$ cat src/rtl/tick_scheduler.sv
// tick_scheduler: a bank of per-channel programmable down-counters that produce
// single-cycle tick strobes. One valid/ready configuration port shares the bank.
// A reprogram of a running channel waits in a single pending slot until that
// channel's period boundary, so a period in progress is never cut short.
module tick_scheduler #(
    parameter int CHANNELS = 4,
    parameter int BITS     = 8,
    parameter int CW       = (CHANNELS > 1) ? $clog2(CHANNELS) : 1
) (
    input  logic                in_clock,
    input  logic                reset_n,
    input  logic                cfg_valid,
    output logic                cfg_ready,
    input  logic [CW-1:0]       cfg_channel,
    input  logic [BITS-1:0]     cfg_divisor,
    input  logic                cfg_enable,
    input  logic                cfg_oneshot,
    output logic [CHANNELS-1:0] tick,
    output logic [CHANNELS-1:0] active,
    output logic                pending
);

    logic [CHANNELS-1:0] en;
    logic [CHANNELS-1:0] oneshot;
    logic [BITS-1:0]     div [CHANNELS];
    logic [BITS-1:0]     cnt [CHANNELS];

    logic [CW-1:0]       p_channel;
    logic [BITS-1:0]     p_divisor;
    logic                p_oneshot;

    logic                accept;
    logic [CHANNELS-1:0] channel_sel;
    logic [CHANNELS-1:0] direct_hit;
    logic [CHANNELS-1:0] pend_hit;
    logic                defer;

    // A channel ticks whenever it is enabled and its counter has reached zero.
    always_comb begin
        tick   = '0;
        active = en;
        for (int i = 0; i < CHANNELS; i++) begin
            tick[i] = en[i] && (cnt[i] == '0);
        end
    end

    assign cfg_ready = !pending;
    assign accept    = cfg_valid && cfg_ready;

    // Decide whether an accepted request applies now or has to wait for the
    // boundary, and which channel the pending slot lands on this cycle.
    always_comb begin
        channel_sel = '0;
        direct_hit  = '0;
        pend_hit    = '0;
        defer       = 1'b0;
        for (int i = 0; i < CHANNELS; i++) begin
            channel_sel[i] = accept && (cfg_channel == CW'(i));
            if (channel_sel[i]) begin
                if (!en[i] || !cfg_enable || tick[i]) begin
                    direct_hit[i] = 1'b1;
                end else begin
                    defer = 1'b1;
                end
            end
            pend_hit[i] = pending && (p_channel == CW'(i)) && tick[i];
        end
    end

    // Per-channel counters: reload at zero, apply configuration at boundaries,
    // and clear the enable of a oneshot channel after its tick.
    always_ff @(posedge in_clock or negedge reset_n) begin
        if (!reset_n) begin
            en      <= '0;
            oneshot <= '0;
            for (int i = 0; i < CHANNELS; i++) begin
                div[i] <= '0;
                cnt[i] <= '0;
            end
        end else begin
            for (int i = 0; i < CHANNELS; i++) begin
                if (direct_hit[i]) begin
                    en[i]      <= cfg_enable;
                    div[i]     <= cfg_divisor;
                    oneshot[i] <= cfg_oneshot;
                    cnt[i]     <= cfg_divisor;
                end else if (pend_hit[i]) begin
                    en[i]      <= 1'b1;
                    div[i]     <= p_divisor;
                    oneshot[i] <= p_oneshot;
                    cnt[i]     <= p_divisor;
                end else if (en[i]) begin
                    if (cnt[i] == '0) begin
                        cnt[i] <= div[i];
                    end else begin
                        cnt[i] <= cnt[i] - BITS'(1);
                    end
                    if (tick[i] && oneshot[i]) begin
                        en[i] <= 1'b0;
                    end
                end
            end
        end
    end

    // Single pending slot: filled by a deferred reprogram, emptied when the
    // target channel reaches its boundary. Stops never land here, so the
    // stored request always enables its channel.
    always_ff @(posedge in_clock or negedge reset_n) begin
        if (!reset_n) begin
            pending   <= 1'b0;
            p_channel <= '0;
            p_divisor <= '0;
            p_oneshot <= 1'b0;
        end else if (defer) begin
            pending   <= 1'b1;
            p_channel <= cfg_channel;
            p_divisor <= cfg_divisor;
            p_oneshot <= cfg_oneshot;
        end else if (pend_hit != '0) begin
            pending   <= 1'b0;
        end
    end

endmodule

$ cat config.mk
export PLATFORM = sky130hd
export DESIGN_NAME = tick_scheduler
export DESIGN_NICKNAME = d
export VERILOG_FILES = /design/src/rtl/tick_scheduler.sv
export SDC_FILE = /design/constraint.sdc
export NUM_CORES = 1
export LEC_CHECK = 0
export ABC_AREA = 0
export CAP_MARGIN = 5
export CORE_MARGIN = 2
export CORE_UTILIZATION = 45
export DETAILED_ROUTE_END_ITERATION = 8
export GPL_TIMING_DRIVEN = 0
export REMOVE_ABC_BUFFERS = 1
export SLEW_MARGIN = 20
export SYNTH_ARGS = -nofsm -noshare
export SYNTH_HDL_FRONTEND = slang
export SYNTH_SLANG_ARGS = --single-unit
$ cat constraint.sdc
create_clock -name in_clock -period 7.82 [get_ports in_clock]
set_input_delay 1.173 -clock in_clock [delete_from_list [all_inputs] [get_ports in_clock]]
set_output_delay 1.173 -clock in_clock [all_outputs]
set_load 0.05 [all_outputs]
==> results.sh <==
export IMPL_final_antenna_net_count=0
export IMPL_cts_htree_levels=3
export IMPL_drc=0
export IMPL_multi_input_area_um2=2670
export IMPL_portBuffers=24
export IMPL_antenna_found_initial=0
export IMPL_dieArea_um2=11900
export IMPL_crit_arrival_ns=3.10
export IMPL_grt_pass1_vias=4000
export IMPL_worst_pin_slew_ns=0.881
export IMPL_n_antenna_cell=0
export IMPL_maxSlewViolCount=0
export IMPL_vias=4222
export IMPL_dp_hpwl_mm=9.13
export IMPL_crit_type="register to output port"
export IMPL_avgRoutedWirePerCell_um=18.7
export IMPL_reg2reg_slack_ns=4.78
export IMPL_routed_top_layer="met4"
export IMPL_fillerInstances=1029
export IMPL_fin_crit_sh=0.546
export IMPL_synth_seq_cells=84
export IMPL_powerDensity_nw_per_um2=356
export IMPL_fp_dieW_um=109
export IMPL_run_status="finished, final reports clean"
export IMPL_yosysTopAreaCell="dfrtp_1"
export IMPL_path_cells="inv_1 > ha_1 > or3b_2 > nor2_1 > and2_1 > clkdlybuf4s50_1"
export IMPL_synth_edf_count=0
export IMPL_gp_congestion=0.845
export IMPL_postSynthAreaPerCell_um2=9.05
export IMPL_viasPerCell=6.04
export IMPL_final_hold_violation_count=0
export IMPL_synthTopCellsByArea="dfrtp_1 42%, nand2_1 5.9%, mux2i_1 4.2%"
export IMPL_dieHeight_um=109
export IMPL_netlist_area_um2=4990
export IMPL_cts_made_buffers=9
export IMPL_postCtsSetupBuffers=0
export IMPL_cpPeakStageDelay_ns=0.79
export IMPL_cp_required_ns=6.65
export IMPL_grt_start_max_net_pins=51
export IMPL_track_usage=0.235
export IMPL_yosysMostFrequentCell="dfrtp_1"
export IMPL_synth_common_cells="84 x dfrtp_1, 78 x nand2_1, 46 x nor2_1"
export IMPL_crit_family="simple AND/OR/NAND/NOR gates"
export IMPL_synth_top_cell_area_share=0.421
export IMPL_drv_cap=0
export IMPL_clk_latency_ns=0.37
export IMPL_io_pins=25
export IMPL_dr_pass1_iters=5
export IMPL_synthFlopType="dfrtp_1"
export IMPL_setup_worst_path_end_class="output port"
export IMPL_nNetsFinal=576
export IMPL_ctsHoldBuffers=0
export IMPL_rsz0062_at_grt="no"
export IMPL_drt_iter0_drc=318
export IMPL_tns_ns=0
export IMPL_cts_clk_slew_worst_paths_ns=0.09
export IMPL_yosysSeqAreaShare=0.421
export IMPL_start_util=0.460
export IMPL_cp_max_fo=9
export IMPL_clockBufferDepth=2
export IMPL_finalCriticalPeriod_ns=4.27
export IMPL_overflow=0
export IMPL_wl_met1_mm=6.19
export IMPL_syn_inst=551
export IMPL_drive_gt1_frac=0.0841
export IMPL_ys_types=77
export IMPL_skew_ns=0.0101
export IMPL_slowest_stage="clkdlybuf4s50_1"
export IMPL_cts_resized_gates=0
export IMPL_met3_length_um=557
export IMPL_yosys_warnings=0
export IMPL_async_flop_share=1.00
export IMPL_coreArea_um2=10800
export IMPL_numClockSinks=84
export IMPL_path_buf_inv=2
export IMPL_crit_path_start_kind="register"
export IMPL_grt_pass1_wl_mm=21.3
export IMPL_drt_wl_total_mm=13.1
export IMPL_power_leakage_nw=2.18
export IMPL_regArea_um2=2100
export IMPL_fin_util=0.508
export IMPL_max_freq_ghz=0.234
export IMPL_maxSlewHeadroom=0.404
export IMPL_max_vdd_ir_drop_uv=200
export IMPL_cts_root_buffer="clkbuf_8"
export IMPL_synthToLayoutAreaGrowth_pct=10.5
export IMPL_cts_tree="built"
export IMPL_finalSetupViolCount=0
export IMPL_hold_class="register to register"
export IMPL_rows=38
export IMPL_wl_met2_mm=6.00
-- layer usage --
| metal | track usage | vias to the layer above |
|---|---|---|
| met4 | 0.0859 | 0 |
| li1 | - | 2041 |
| met3 | 0.0439 | 20 |
| met5 | 0 | - |
| met2 | 0.359 | 88 |
| met1 | 0.333 | 2073 |
-- metrics by stage --
step           hold WS (ns)  total power (W)  cells  instance area (µm²)  setup slack (ns)
6_report              0.484          0.00196    699                 5510              3.55
5_1_grt               0.515          0.00211    699                 5510              3.36
4_1_cts               0.487          0.00196    699                 5510              3.53
3_5_place_dp          0.466          0.00158    683                 5270              3.94
3_3_place_gp          0.459          0.00155    681                 5230              2.40
2_1_floorplan         0.433          0.00134    517                 4810              4.70
-- sequential cells by signal, indices dropped and copies added (netlist names) --
name       flops
p_channel      2
oneshot        4
div           32
p_oneshot      1
active         4
p_divisor      8
cnt           32
pending        1
-- final timing paths --
check / startpoint / to / cells after the start
worst max-delay path: cnt[24] / tick[0] / 6
worst min-delay path: div[26] / div[26] / 2
worst max register to register: cnt[16] / cnt[17] / 7
worst min register to register: div[26] / div[26] / 2
max in group asynchronous: reset_n / cnt[3] / 2
min in group asynchronous: reset_n / div[17] / 1
-- layout by cell type, fill, tap and decap left out, types with 6 or more instances in the layout --
master | Yosys | final
a21oi_1 | 18 | 18
a22oi_1 | 12 | 12
a31oi_1 | 16 | 16
and2_1 | 6 | 6
clkbuf_8 | 1 | 9
clkdlybuf4s50_1 | 0 | 23
dfrtp_1 | 84 | 84
ha_1 | 7 | 7
inv_1 | 15 | 15
mux2_1 | 7 | 7
mux2i_1 | 21 | 21
nand2_1 | 78 | 78
nand3_1 | 14 | 14
nand4_1 | 8 | 8
nor2_1 | 46 | 46
nor3_1 | 12 | 12
nor3b_1 | 6 | 6
o211ai_1 | 12 | 12
o21ai_0 | 27 | 27
o21ai_1 | 12 | 12
xnor2_1 | 9 | 9
-- power breakdown --
part | internal (W) | switching (W) | total [W]
registers | 0.000635 | 0.000248 | 0.000883
logic | 0.000316 | 0.000382 | 0.000697
clock network | 0.000211 | 0.000170 | 0.000381
-- cell type report --
type,instances,share of cell area
Tap cell,140,0.0318
Multi-Input combinational cell,418,0.484
Inverter,15,0.0102
Clock inverter,7,0.0209
Clock buffer,9,0.0225
Sequential cell,84,0.381
Timing Repair Buffer,26,0.0495
-- worst reg2reg max path, delay by kind of cell, from the launching register on --
| kind | cells | cell delay, ns |
|---|---|---|
| fa+ha+maj | 1 | 0.21 |
| buf+inv | 1 | 0.15 |
| simple gates | 2 | 0.91 |
| compound gates | 3 | 1.25 |
| flops | 1 | 0.45 |
-- cell families after synthesis --
kind of cell    synth area share
simple gates               0.222
compound gates             0.208
flops                      0.421
buf+inv                   0.0466
mux                       0.0670
xor+xnor                  0.0176
fa+ha+maj                 0.0176
Note: power is estimated with default switching activity, not from simulation.
